===== config.mk =====
export PLATFORM = sky130hd
export DESIGN_NAME = morse_sequencer_flat
export DESIGN_NICKNAME = d
export VERILOG_FILES = /design/src/rtl/morse_pkg.sv /design/src/rtl/morse_sequencer_if.sv /design/src/rtl/morse_unit_timer.sv /design/src/rtl/morse_sequencer.sv /design/src/flat_wrapper.sv
export SDC_FILE = /design/constraint.sdc
export NUM_CORES = 1
export LEC_CHECK = 0
export CORE_ASPECT_RATIO = 0.7
export CORE_MARGIN = 1
export CORE_UTILIZATION = 29
export CTS_BUF_LIST = sky130_fd_sc_hd__clkbuf_4 sky130_fd_sc_hd__clkbuf_8 sky130_fd_sc_hd__clkbuf_16
export CTS_CLUSTER_DIAMETER = 120
export DETAILED_ROUTE_END_ITERATION = 10
export PLACE_DENSITY_LB_ADDON = 0.1
export SYNTH_ARGS = -nofsm -noshare
export SYNTH_HDL_FRONTEND = slang
export SYNTH_SLANG_ARGS = --single-unit

===== constraint.sdc =====
create_clock -name clk -period 1.4 [get_ports clk]
set_input_delay 0.14 -clock clk [delete_from_list [all_inputs] [get_ports clk]]
set_output_delay 0.14 -clock clk [all_outputs]
set_load 0.005 [all_outputs]

===== src/rtl/morse_pkg.sv =====
// Shared types and constants for the Morse letter sequencer.
// Contents: FSM state enum, handshake field widths, default unit counts and a
// helper that clamps the requested element count to the supported maximum.
package morse_pkg;

    typedef enum logic [1:0] {
        StIdle,
        StMark,
        StSpace,
        StLgap
    } state_t;

    localparam int unsigned MCODE_W = 4;
    localparam int unsigned MLEN_W  = 3;
    localparam int unsigned IDX_W   = 3;
    // Unit counter holds up to 3 units; widen if dash/gap lengths grow past that.
    localparam int unsigned UNIT_W  = 2;

    localparam int unsigned DEF_UNIT_CYCLES      = 12500000;
    localparam int unsigned DEF_DASH_UNITS       = 3;
    localparam int unsigned DEF_LETTER_GAP_UNITS = 3;
    localparam int unsigned DEF_MAX_LEN          = 4;

    function automatic logic [MLEN_W-1:0] clamp_len(input logic [MLEN_W-1:0] len,
                                                    input int unsigned      max_len);
        if (32'(len) > max_len) begin
            return MLEN_W'(max_len);
        end
        return len;
    endfunction

endpackage


===== src/rtl/morse_sequencer_if.sv =====
// Letter handshake and blink-output bundle between a letter source and the
// sequencer.
//   mcode/mlength/valid/abort : source -> sequencer
//   ready/busy/done            : sequencer handshake status
//   led/shortbl/longbl         : lamp drives
interface morse_sequencer_if;
    import morse_pkg::*;

    logic [MCODE_W-1:0] mcode;
    logic [MLEN_W-1:0]  mlength;
    logic               valid;
    logic               ready;
    logic               abort;
    logic               led;
    logic               shortbl;
    logic               longbl;
    logic               busy;
    logic               done;

    modport master (
        output mcode, mlength, valid, abort,
        input  ready, led, shortbl, longbl, busy, done
    );

    modport slave (
        input  mcode, mlength, valid, abort,
        output ready, led, shortbl, longbl, busy, done
    );

endinterface


===== src/rtl/morse_unit_timer.sv =====
// Interval timer counting whole Morse units of UNIT_CYCLES clocks each.
//   clk_i, rst_ni : clock, async active-low reset
//   start_i       : hold/restart; counters are zero on the cycle after it is high
//   units_i       : interval length in units (>= 1)
//   expire_o      : high on the final cycle of the interval
module morse_unit_timer
    import morse_pkg::*;
#(
    parameter int unsigned UNIT_CYCLES = DEF_UNIT_CYCLES
) (
    input  logic              clk_i,
    input  logic              rst_ni,
    input  logic              start_i,
    input  logic [UNIT_W-1:0] units_i,
    output logic              expire_o
);

    localparam int unsigned       PrescW    = $clog2(UNIT_CYCLES + 1);
    localparam logic [PrescW-1:0] PrescLast = PrescW'(UNIT_CYCLES - 1);

    logic [PrescW-1:0] presc_q, presc_d;
    logic [UNIT_W-1:0] unit_q, unit_d;
    logic              unit_tick;

    assign unit_tick = (presc_q == PrescLast);
    assign expire_o  = unit_tick && (unit_q == (units_i - UNIT_W'(1)));

    always_comb begin
        presc_d = presc_q;
        unit_d  = unit_q;
        if (start_i) begin
            presc_d = '0;
            unit_d  = '0;
        end else if (unit_tick) begin
            presc_d = '0;
            unit_d  = unit_q + UNIT_W'(1);
        end else begin
            presc_d = presc_q + PrescW'(1);
        end
    end

    always_ff @(posedge clk_i or negedge rst_ni) begin
        if (!rst_ni) begin
            presc_q <= '0;
            unit_q  <= '0;
        end else begin
            presc_q <= presc_d;
            unit_q  <= unit_d;
        end
    end

endmodule


===== src/rtl/morse_sequencer.sv =====
// Plays one Morse letter at a time on the lamp outputs.
//   clk     : system clock
//   reset_n : async active-low reset (released synchronously inside)
//   io      : slave side of the letter handshake / lamp bundle
// A letter (mcode bit 0 first, 1 = dash) is taken when valid && ready; each
// mark is followed by a one-unit space, the last by the letter gap, then done
// pulses for one cycle in IDLE.
module morse_sequencer
    import morse_pkg::*;
#(
    parameter int unsigned UNIT_CYCLES      = DEF_UNIT_CYCLES,
    parameter int unsigned DASH_UNITS       = DEF_DASH_UNITS,
    parameter int unsigned LETTER_GAP_UNITS = DEF_LETTER_GAP_UNITS,
    parameter int unsigned MAX_LEN          = DEF_MAX_LEN
) (
    input logic               clk,
    input logic               reset_n,
    morse_sequencer_if.slave  io
);

    logic [1:0]         rst_sync_q;
    logic               rst_n_int;
    state_t             state_q;
    logic [MCODE_W-1:0] sreg_q;
    logic [MLEN_W-1:0]  len_q;
    logic [IDX_W-1:0]   idx_q;
    logic               ready_q, led_q, short_q, long_q, done_q;
    logic [MLEN_W-1:0]  len_in;
    logic [UNIT_W-1:0]  units;
    logic               tmr_start, expire;

    // Assert asynchronously, release two clocks after reset_n rises.
    always_ff @(posedge clk or negedge reset_n) begin
        if (!reset_n) begin
            rst_sync_q <= '0;
        end else begin
            rst_sync_q <= {rst_sync_q[0], 1'b1};
        end
    end
    assign rst_n_int = rst_sync_q[1];

    assign len_in = clamp_len(io.mlength, MAX_LEN);

    always_comb begin
        unique case (state_q)
            StMark:  units = sreg_q[0] ? UNIT_W'(DASH_UNITS) : UNIT_W'(1);
            StLgap:  units = UNIT_W'(LETTER_GAP_UNITS);
            default: units = UNIT_W'(1);
        endcase
    end

    // Timer is held clear in IDLE and restarted on every transition, so each
    // state begins with zeroed counters.
    assign tmr_start = (state_q == StIdle) || expire || io.abort;

    morse_unit_timer #(
        .UNIT_CYCLES (UNIT_CYCLES)
    ) u_timer (
        .clk_i    (clk),
        .rst_ni   (rst_n_int),
        .start_i  (tmr_start),
        .units_i  (units),
        .expire_o (expire)
    );

    always_ff @(posedge clk or negedge rst_n_int) begin
        if (!rst_n_int) begin
            state_q <= StIdle;
            sreg_q  <= '0;
            len_q   <= '0;
            idx_q   <= '0;
            ready_q <= 1'b1;
            led_q   <= 1'b0;
            short_q <= 1'b0;
            long_q  <= 1'b0;
            done_q  <= 1'b0;
        end else begin
            done_q <= 1'b0;
            if (state_q != StIdle && io.abort) begin
                state_q <= StIdle;
                ready_q <= 1'b1;
                led_q   <= 1'b0;
                short_q <= 1'b0;
                long_q  <= 1'b0;
            end else begin
                unique case (state_q)
                    StIdle: begin
                        if (io.valid) begin
                            sreg_q  <= io.mcode;
                            len_q   <= len_in;
                            idx_q   <= '0;
                            ready_q <= 1'b0;
                            if (len_in != '0) begin
                                state_q <= StMark;
                                led_q   <= 1'b1;
                                short_q <= ~io.mcode[0];
                                long_q  <= io.mcode[0];
                            end else begin
                                state_q <= StLgap;
                            end
                        end
                    end
                    StMark: begin
                        if (expire) begin
                            led_q   <= 1'b0;
                            short_q <= 1'b0;
                            long_q  <= 1'b0;
                            if ((idx_q + IDX_W'(1)) < len_q) begin
                                sreg_q  <= sreg_q >> 1;
                                idx_q   <= idx_q + IDX_W'(1);
                                state_q <= StSpace;
                            end else begin
                                state_q <= StLgap;
                            end
                        end
                    end
                    StSpace: begin
                        if (expire) begin
                            state_q <= StMark;
                            led_q   <= 1'b1;
                            short_q <= ~sreg_q[0];
                            long_q  <= sreg_q[0];
                        end
                    end
                    StLgap: begin
                        if (expire) begin
                            state_q <= StIdle;
                            ready_q <= 1'b1;
                            done_q  <= 1'b1;
                        end
                    end
                endcase
            end
        end
    end

    assign io.ready   = ready_q;
    assign io.busy    = ~ready_q;
    assign io.led     = led_q;
    assign io.shortbl = short_q;
    assign io.longbl  = long_q;
    assign io.done    = done_q;

endmodule


===== src/flat_wrapper.sv =====
// flat-port wrapper written by rule: the top's interface ports become plain ports
module morse_sequencer_flat import morse_pkg::*;
#(
    parameter int unsigned UNIT_CYCLES      = DEF_UNIT_CYCLES,
    parameter int unsigned DASH_UNITS       = DEF_DASH_UNITS,
    parameter int unsigned LETTER_GAP_UNITS = DEF_LETTER_GAP_UNITS,
    parameter int unsigned MAX_LEN          = DEF_MAX_LEN
)
  (clk, reset_n, io_mcode, io_mlength, io_valid, io_abort, io_ready, io_led, io_shortbl, io_longbl, io_busy, io_done);
  morse_sequencer_if io_i ();
  input logic clk;
  input logic reset_n;
  input wire logic [$bits(io_i.mcode)-1:0] io_mcode;
  input wire logic [$bits(io_i.mlength)-1:0] io_mlength;
  input wire logic [$bits(io_i.valid)-1:0] io_valid;
  input wire logic [$bits(io_i.abort)-1:0] io_abort;
  output wire logic [$bits(io_i.ready)-1:0] io_ready;
  output wire logic [$bits(io_i.led)-1:0] io_led;
  output wire logic [$bits(io_i.shortbl)-1:0] io_shortbl;
  output wire logic [$bits(io_i.longbl)-1:0] io_longbl;
  output wire logic [$bits(io_i.busy)-1:0] io_busy;
  output wire logic [$bits(io_i.done)-1:0] io_done;
  assign io_i.mcode = io_mcode;
  assign io_i.mlength = io_mlength;
  assign io_i.valid = io_valid;
  assign io_i.abort = io_abort;
  assign io_ready = io_i.ready;
  assign io_led = io_i.led;
  assign io_shortbl = io_i.shortbl;
  assign io_longbl = io_i.longbl;
  assign io_busy = io_i.busy;
  assign io_done = io_i.done;
  morse_sequencer #(.UNIT_CYCLES(UNIT_CYCLES), .DASH_UNITS(DASH_UNITS), .LETTER_GAP_UNITS(LETTER_GAP_UNITS), .MAX_LEN(MAX_LEN)) u_core (.clk(clk), .reset_n(reset_n), .io(io_i));
endmodule

==> results of run 1 <==
==> layer usage <==
metal	global-route usage (%)	vias up
li1	-	1097
met1	26.03	1047
met2	22.35	33
met3	3.872	2
met4	2.368	0
met5	0	-
==> final timing paths <==
check | to | cells past startpoint | from | slack [ns]
worst min-delay path | u_core.rst_sync_q[0]$_DFF_PN0_ | 1 | reset_n | 0.01
min in group clk | u_core.rst_sync_q[1]$_DFF_PN0_ | 0 | u_core.rst_sync_q[0]$_DFF_PN0_ | 0.36
worst min register to register | u_core.u_timer.presc_q[2]$_DFF_PN0_ | 0 | u_core.rst_sync_q[1]$_DFF_PN0_ | 0.17
worst max register to register | u_core.state_q[1]$_DFFE_PN0P_ | 5 | u_core.u_timer.presc_q[22]$_DFF_PN0_ | -0.70
worst max-delay path | u_core.state_q[1]$_DFFE_PN0P_ | 5 | u_core.u_timer.presc_q[22]$_DFF_PN0_ | -0.70
max in group asynchronous | u_core.u_timer.presc_q[16]$_DFF_PN0_ | 1 | u_core.rst_sync_q[1]$_DFF_PN0_ | 0.75
==> cell usage in the layout (no fill, tap or decap), drive strengths merged, types with 2 or more instances in the layout <==
cell | netlist | routed
buf | 5 | 84
dfrtp | 44 | 44
nor2 | 38 | 38
nand2 | 19 | 19
xor2 | 15 | 15
clkdlybuf4s50 | 0 | 14
nand3 | 12 | 12
nand4 | 11 | 11
inv | 10 | 10
and3 | 9 | 9
xnor2 | 8 | 8
mux2i | 8 | 8
ha | 8 | 8
o21ai | 8 | 8
nor3 | 7 | 7
clkbuf | 3 | 6
a21oi | 6 | 6
mux2 | 6 | 6
nor4 | 5 | 5
a31oi | 4 | 4
nand2b | 3 | 3
or4b | 2 | 2
and2b | 2 | 2
clkinv | 0 | 2
dlygate4sd2 | 0 | 2
a21boi | 2 | 2
==> layout make-up <==
type	count	area share, %
Clock buffer	6	3.333
Inverter	10	0.9434
Clock inverter	2	0.2516
Multi-Input combinational cell	192	41.82
Timing Repair Buffer	100	22.08
Tap cell	101	3.176
Sequential cell	45	28.40
==> sequential cells by signal, indices dropped and copies added (netlist names) <==
signal,cells
u_core.state_q,2
u_core.io.longbl,1
u_core.rst_sync_q,2
u_core.io.led,1
u_core.io.ready,1
u_core.io.shortbl,1
u_core.io.done,1
u_core.sreg_q,4
u_core.u_timer.unit_q,2
u_core.u_timer.presc_q,24
u_core.len_q,3
u_core.idx_q,3
==> kinds of logic after synthesis <==
kind of cell / Yosys count
and+or+nand+nor: 116
DFF: 45
AOI/OAI and AO/OA: 30
xor gates and xnor gates: 23
buffers and inverters: 18
muxes: 14
adders and majority gates: 8
other: 1
==> power by group <==
part / switching (mW) / internal (mW) / total [mW] / leakage, nW
Combinational: 1.23 / 1.50 / 2.73 / 1.13
Sequential: 0.146 / 1.51 / 1.66 / 0.596
Clock: 0.484 / 0.676 / 1.16 / 0.0740
Total: 1.86 / 3.69 / 5.55 / 1.80
==> Yosys cell counts (2+ instances only) <==
cell type | number | share of area (%)
dfrtp_1 | 44 | 44
nor2_1 | 38 | 5.7
nand2_1 | 19 | 2.9
xor2_1 | 15 | 5.3
nand3_1 | 12 | 2.4
nand4_1 | 11 | 2.8
inv_1 | 10 | 1.5
ha_1 | 8 | 4.0
mux2i_1 | 8 | 3.2
o21ai_0 | 8 | 1.6
xnor2_1 | 8 | 2.8
and3_1 | 7 | 1.8
nor3_1 | 7 | 1.4
a21oi_1 | 6 | 1.2
mux2_2 | 5 | 2.3
a31oi_1 | 4 | 1.0
clkbuf_1 | 3 | 0.45
nand2b_1 | 3 | 0.75
nor4_1 | 3 | 0.75
a21boi_0 | 2 | 0.60
and2b_1 | 2 | 0.60
and3_2 | 2 | 0.60
buf_2 | 2 | 0.40
buf_6 | 2 | 0.90
nor4_4 | 2 | 1.7
==> through the flow <==
step	total power, mW	setup WS, ns	hold WS (ns)	cells	utilization [%]
detailed placement	3.818	-0.7419	0.1793	435	41.87
global placement	3.816	-0.7760	0.1785	435	41.87
floorplan	2.927	-0.6257	-0.1556	255	-
global route	5.927	-0.7706	0.01532	456	49.07
CTS	5.489	-0.6717	0.004442	456	47.13
finish	5.547	-0.7027	0.01158	456	49.07
==> repair_timing <==
action,CTS,global route
setup endpoints to repair,44,43
pin swaps,15,19
hold endpoints to repair,0,0
gates resized for setup,44,44
cloned,1,0
buffers inserted,12,3
==> flow_metrics.env, run 1 <==
export IMPL_routed_wire_length_per_instance_um=14.76
export IMPL_insertion_delay_ns=0.28
export IMPL_dieArea_sq_um=8997
export IMPL_antenna_left=0
export IMPL_io_buffers=16
export IMPL_synth_compound_area_share_pct=8.363
export IMPL_clk_pin_slew_ns=0.06
export IMPL_dr_total_vias=2179
export IMPL_grt_overflow=0
export IMPL_placed_area_sq_um=3395
export IMPL_outcome="finished, violations left"
export IMPL_drv_slew=0
export IMPL_final_nets=373
export IMPL_crit_arrival_ns=2.27
export IMPL_layout_min_cycle_time_ns=2.103
export IMPL_fin_setup_tns_ns=-19.57
export IMPL_syn_avg_cell_area_sq_um=9.799
export IMPL_timing_fmax_mhz=475.6
export IMPL_worstPathCellList="or4b_4 -> nor4_4 -> nand3_2 -> a22o_1 -> mux2_4"
export IMPL_cp_num_buf_inv=0
export IMPL_dr_wl_met2_um=2644
export IMPL_grt_use_total_pct=16.42
export IMPL_synthSimpleGateAreaFrac_pct=24.99
export IMPL_highest_layer="met4"
export IMPL_maxCapViolations=0
export IMPL_dr_wl_met3_um=235
export IMPL_num_io_pins=17
export IMPL_viasPerCell=4.779
export IMPL_row_count=27
export IMPL_start_util_pct=30.82
export IMPL_powerDensity_nw_per_um2=1394
export IMPL_grt_pass1_wl_um=11270
export IMPL_startpoint_type="flip-flop"
export IMPL_critPathMaxFanout=4
export IMPL_layout_area_seq_sq_um=1130
export IMPL_cts_max_level=2
export IMPL_ir_drop_uv=928.2
export IMPL_multi_input_area_sq_um=1664
export IMPL_hold_class="input pin to async pin"
export IMPL_grt_max_degree=32
export IMPL_wl_um=6732
export IMPL_fillers=759
export IMPL_path_class="flip-flop to flip-flop"
export IMPL_drt_iter0_drc=94
export IMPL_muxShareOfSynthArea_pct=5.909
export IMPL_m1WireLength_um=3821
export IMPL_syn_num_nets=274
export IMPL_synth_edf_count=0
export IMPL_synthFlopType="dfrtp_1"
export IMPL_numCtsBuffers=5
export IMPL_grt_pass1_vias=2162
export IMPL_violations="setup timing"
export IMPL_synth_top_family_by_area="simple AND/OR/NAND/NOR gates"
export IMPL_crit_slowest_cell="or4b_4"
export IMPL_cp_required_ns=1.57
export IMPL_die_w_um=112.9
export IMPL_worstSetupEndpointType="flip-flop"
export IMPL_synth_adder_area_share_pct=4.006
export IMPL_drc=0
export IMPL_antenna_found_initial=0
export IMPL_die_h_um=79.66
export IMPL_ys_types=49
export IMPL_synth_seq_area_share_pct=45.12
export IMPL_dpl_hpwl_um=4870
export IMPL_synthesis_instances=255
export IMPL_clk_path_buf_depth=2
export IMPL_skew_ns=0.005371
export IMPL_area_growth_pct=59.24
export IMPL_ys_async_sr_fraction_pct=100.0
export IMPL_clock_sinks=45
export IMPL_cts_tree="done"
export IMPL_antenna_cells=0
export IMPL_cts_root_buf="clkbuf_16"
export IMPL_place_gp_congestion=0.7771
export IMPL_design_area_sq_um=3979
export IMPL_post_synth_xor_area_fraction_pct=8.062
export IMPL_core_sq_um=8108
export IMPL_holdBufCountCts=0
export IMPL_cp_top_family="simple AND/OR/NAND/NOR gates"
export IMPL_syn_area_sq_um=2499
export IMPL_synth_seq_cells=45
export IMPL_cp_slowest_stage_delay_ns=0.51
export IMPL_period_share_pct=150.2
export IMPL_power_leakage_nw=1.804
export IMPL_final_layout_size_suffix_gt1_share_pct=48.73
export IMPL_first_pass_iters=4
export IMPL_fin_ws_ns=-0.7027
export IMPL_yosysWarningCount=0
export IMPL_hold_viol_final=0
export IMPL_setup_violations=40
export IMPL_rsz0062_at_grt="true"
Power figures use the tool's default switching activity.
==> run 2: changes to the inputs <==
Settings changed: SLEW_MARGIN set to 20.
==> results of run 2 <==
Final layout, timing and power as in run 1 (identical DEF).
==> run 3: changes to the inputs <==
Settings changed: CORE_UTILIZATION 29 to 35.
==> flow_metrics.env, run 3 (synthesis gave the netlist of run 1 again) <==
export IMPL_startpoint="u_core.u_timer.presc_q[14]$_DFF_PN0_"
export IMPL_period_share_pct=149.4
export IMPL_routed_wire_length_per_instance_um=14.93
export IMPL_drt_iter0_drc=89
export IMPL_antenna_cells=0
export IMPL_powerDensity_nw_per_um2=1368
export IMPL_highest_layer="met4"
export IMPL_num_io_pins=17
export IMPL_timing_fmax_mhz=478.2
export IMPL_grt_use_total_pct=19.24
export IMPL_ir_drop_uv=666.2
export IMPL_layout_min_cycle_time_ns=2.091
export IMPL_reg2regPathDepth=5
export IMPL_path_class="flip-flop to flip-flop"
export IMPL_io_buffers=16
export IMPL_final_nets=379
export IMPL_cts_root_buf="clkbuf_8"
export IMPL_viasPerCell=4.780
export IMPL_wl_um=6793
export IMPL_drv_slew=0
export IMPL_first_pass_iters=5
export IMPL_crit_arrival_ns=2.27
export IMPL_fin_setup_tns_ns=-20.85
export IMPL_grt_pass1_vias=2103
export IMPL_largest_register_ffs=24
export IMPL_violations="setup timing"
export IMPL_hold_class="flip-flop to async pin"
export IMPL_rr_startpoint="u_core.u_timer.presc_q[14]$_DFF_PN0_"
export IMPL_layout_common_cells="77 x buf_4, 42 x dfrtp_1, 20 x nor2_2"
export IMPL_antenna_found_initial=0
export IMPL_m1WireLength_um=3834
export IMPL_numCtsBuffers=5
export IMPL_rsz0062_at_grt="true"
export IMPL_skew_ns=0.01029
export IMPL_placed_area_sq_um=3373
export IMPL_row_count=25
export IMPL_die_h_um=72.69
export IMPL_dr_wl_met2_um=2710
export IMPL_grt_max_degree=19
export IMPL_drc=0
export IMPL_area_growth_pct=59.14
export IMPL_insertion_delay_ns=0.30
export IMPL_final_layout_size_suffix_gt1_share_pct=49.58
export IMPL_cts_max_level=2
export IMPL_hold_ws_ns=0.1438
export IMPL_largest_register="u_core.u_timer.presc_q"
export IMPL_ff2ff_setup_slack_ns=-0.69
export IMPL_clock_sinks=45
export IMPL_die_w_um=103.0
export IMPL_power_total_mw=5.438
export IMPL_grt_pass1_wl_um=10670
export IMPL_clk_path_buf_depth=2
export IMPL_cts_tree="done"
export IMPL_cp_required_ns=1.58
export IMPL_worstSetupEndpoint="u_core.state_q[1]$_DFFE_PN0P_"
export IMPL_fin_ws_ns=-0.6912
export IMPL_design_area_sq_um=3976
export IMPL_setup_violations=42
export IMPL_outcome="finished, violations left"
export IMPL_dpl_hpwl_um=4630
export IMPL_start_util_pct=36.64
export IMPL_dieArea_sq_um=7486
export IMPL_maxCapViolations=0
export IMPL_grt_overflow=0
export IMPL_critPathMaxFanout=4
export IMPL_antenna_left=0
export IMPL_dr_total_vias=2175
export IMPL_reg_top3="u_core.u_timer.presc_q: 24 flops, u_core.sreg_q: 4 flops"
export IMPL_final_common_cell="buf_4"
export IMPL_clk_pin_slew_ns=0.09
export IMPL_hold_viol_final=0
export IMPL_place_gp_congestion=0.8195
export IMPL_power_leakage_nw=1.801
export IMPL_reg2reg_to="u_core.state_q[1]$_DFFE_PN0P_"
export IMPL_utilization_pct=58.31
export IMPL_core_sq_um=6819
export IMPL_startpoint_type="flip-flop"
export IMPL_dr_wl_met3_um=217
export IMPL_worstSetupEndpointType="flip-flop"
run 3: cell types whose count changed in the layout (fill, tap and decap cells not counted), sizes merged:
cell,change
clkbuf,+4
buf,+3
clkinv,-2
clkdlybuf4s15,+1
dlygate4sd2,-1
dlygate4sd3,+1
run 3: cell type report:
cell class	instances	area (sq um)
sequential	45	1130
tap	94	117.6
fill	617	2843
multi-input combinational	192	1659
inverter	10	37.54
timing repair buffer	106	934.6
clock buffer	8	97.59
run 3: worst min path at each step:
stage	depth (start not counted)	end	startpoint
6_report	0	u_core.u_timer.presc_q[11]$_DFF_PN0_	u_core.rst_sync_q[1]$_DFF_PN0_
5_1_grt	0	u_core.u_timer.presc_q[0]$_DFF_PN0_	u_core.rst_sync_q[1]$_DFF_PN0_
4_1_cts	0	u_core.io.done$_DFF_PN0_	u_core.rst_sync_q[1]$_DFF_PN0_
3_5_place_dp	0	u_core.io.done$_DFF_PN0_	u_core.rst_sync_q[1]$_DFF_PN0_
3_3_place_gp	0	u_core.io.done$_DFF_PN0_	u_core.rst_sync_q[1]$_DFF_PN0_
2_1_floorplan	0	u_core.rst_sync_q[0]$_DFF_PN0_	reset_n
run 3: report_power, final:
group / internal, mW / leakage (nW) / total [mW] / switching (mW)
logic: 1.61 / 1.15 / 2.89 / 1.28
clock network: 0.442 / 0.0523 / 0.887 / 0.445
registers: 1.51 / 0.596 / 1.66 / 0.154
run 3: stage by stage:
step           cells  setup slack [ns]
2_1_floorplan    255           -0.6257
3_3_place_gp     428           -0.8021
3_5_place_dp     428           -0.7604
4_1_cts          448           -0.6681
5_1_grt          455           -0.7698
6_report         455           -0.6912
run 3: layer usage:
| metal | GRT usage (%) | vias up |
|---|---|---|
| met2 | 24.81 | 29 |
| met1 | 31.46 | 1029 |
| met4 | 5.008 | 0 |
| met3 | 4.023 | 2 |
| met5 | 0 | - |
| li1 | - | 1115 |
run 3: what timing repair did:
| item | in CTS | in global routing |
|---|---|---|
| endpoints found under the setup margin | 44 | 43 |
| hold endpoints to repair | 2 | 0 |
| resized for setup | 35 | 49 |
| gates cloned | 1 | 2 |
| buffers inserted | 12 | 8 |
| hold buffers | 1 | 0 |
| pin swaps | 11 | 21 |
run 3: critical path, stage by stage (launching register included):
cell and delay [ns]:
dfrtp_1 0.42, or4bb_4 0.57, nor4_4 0.23, nand3_2 0.19, a22o_1 0.27, mux2_4 0.30
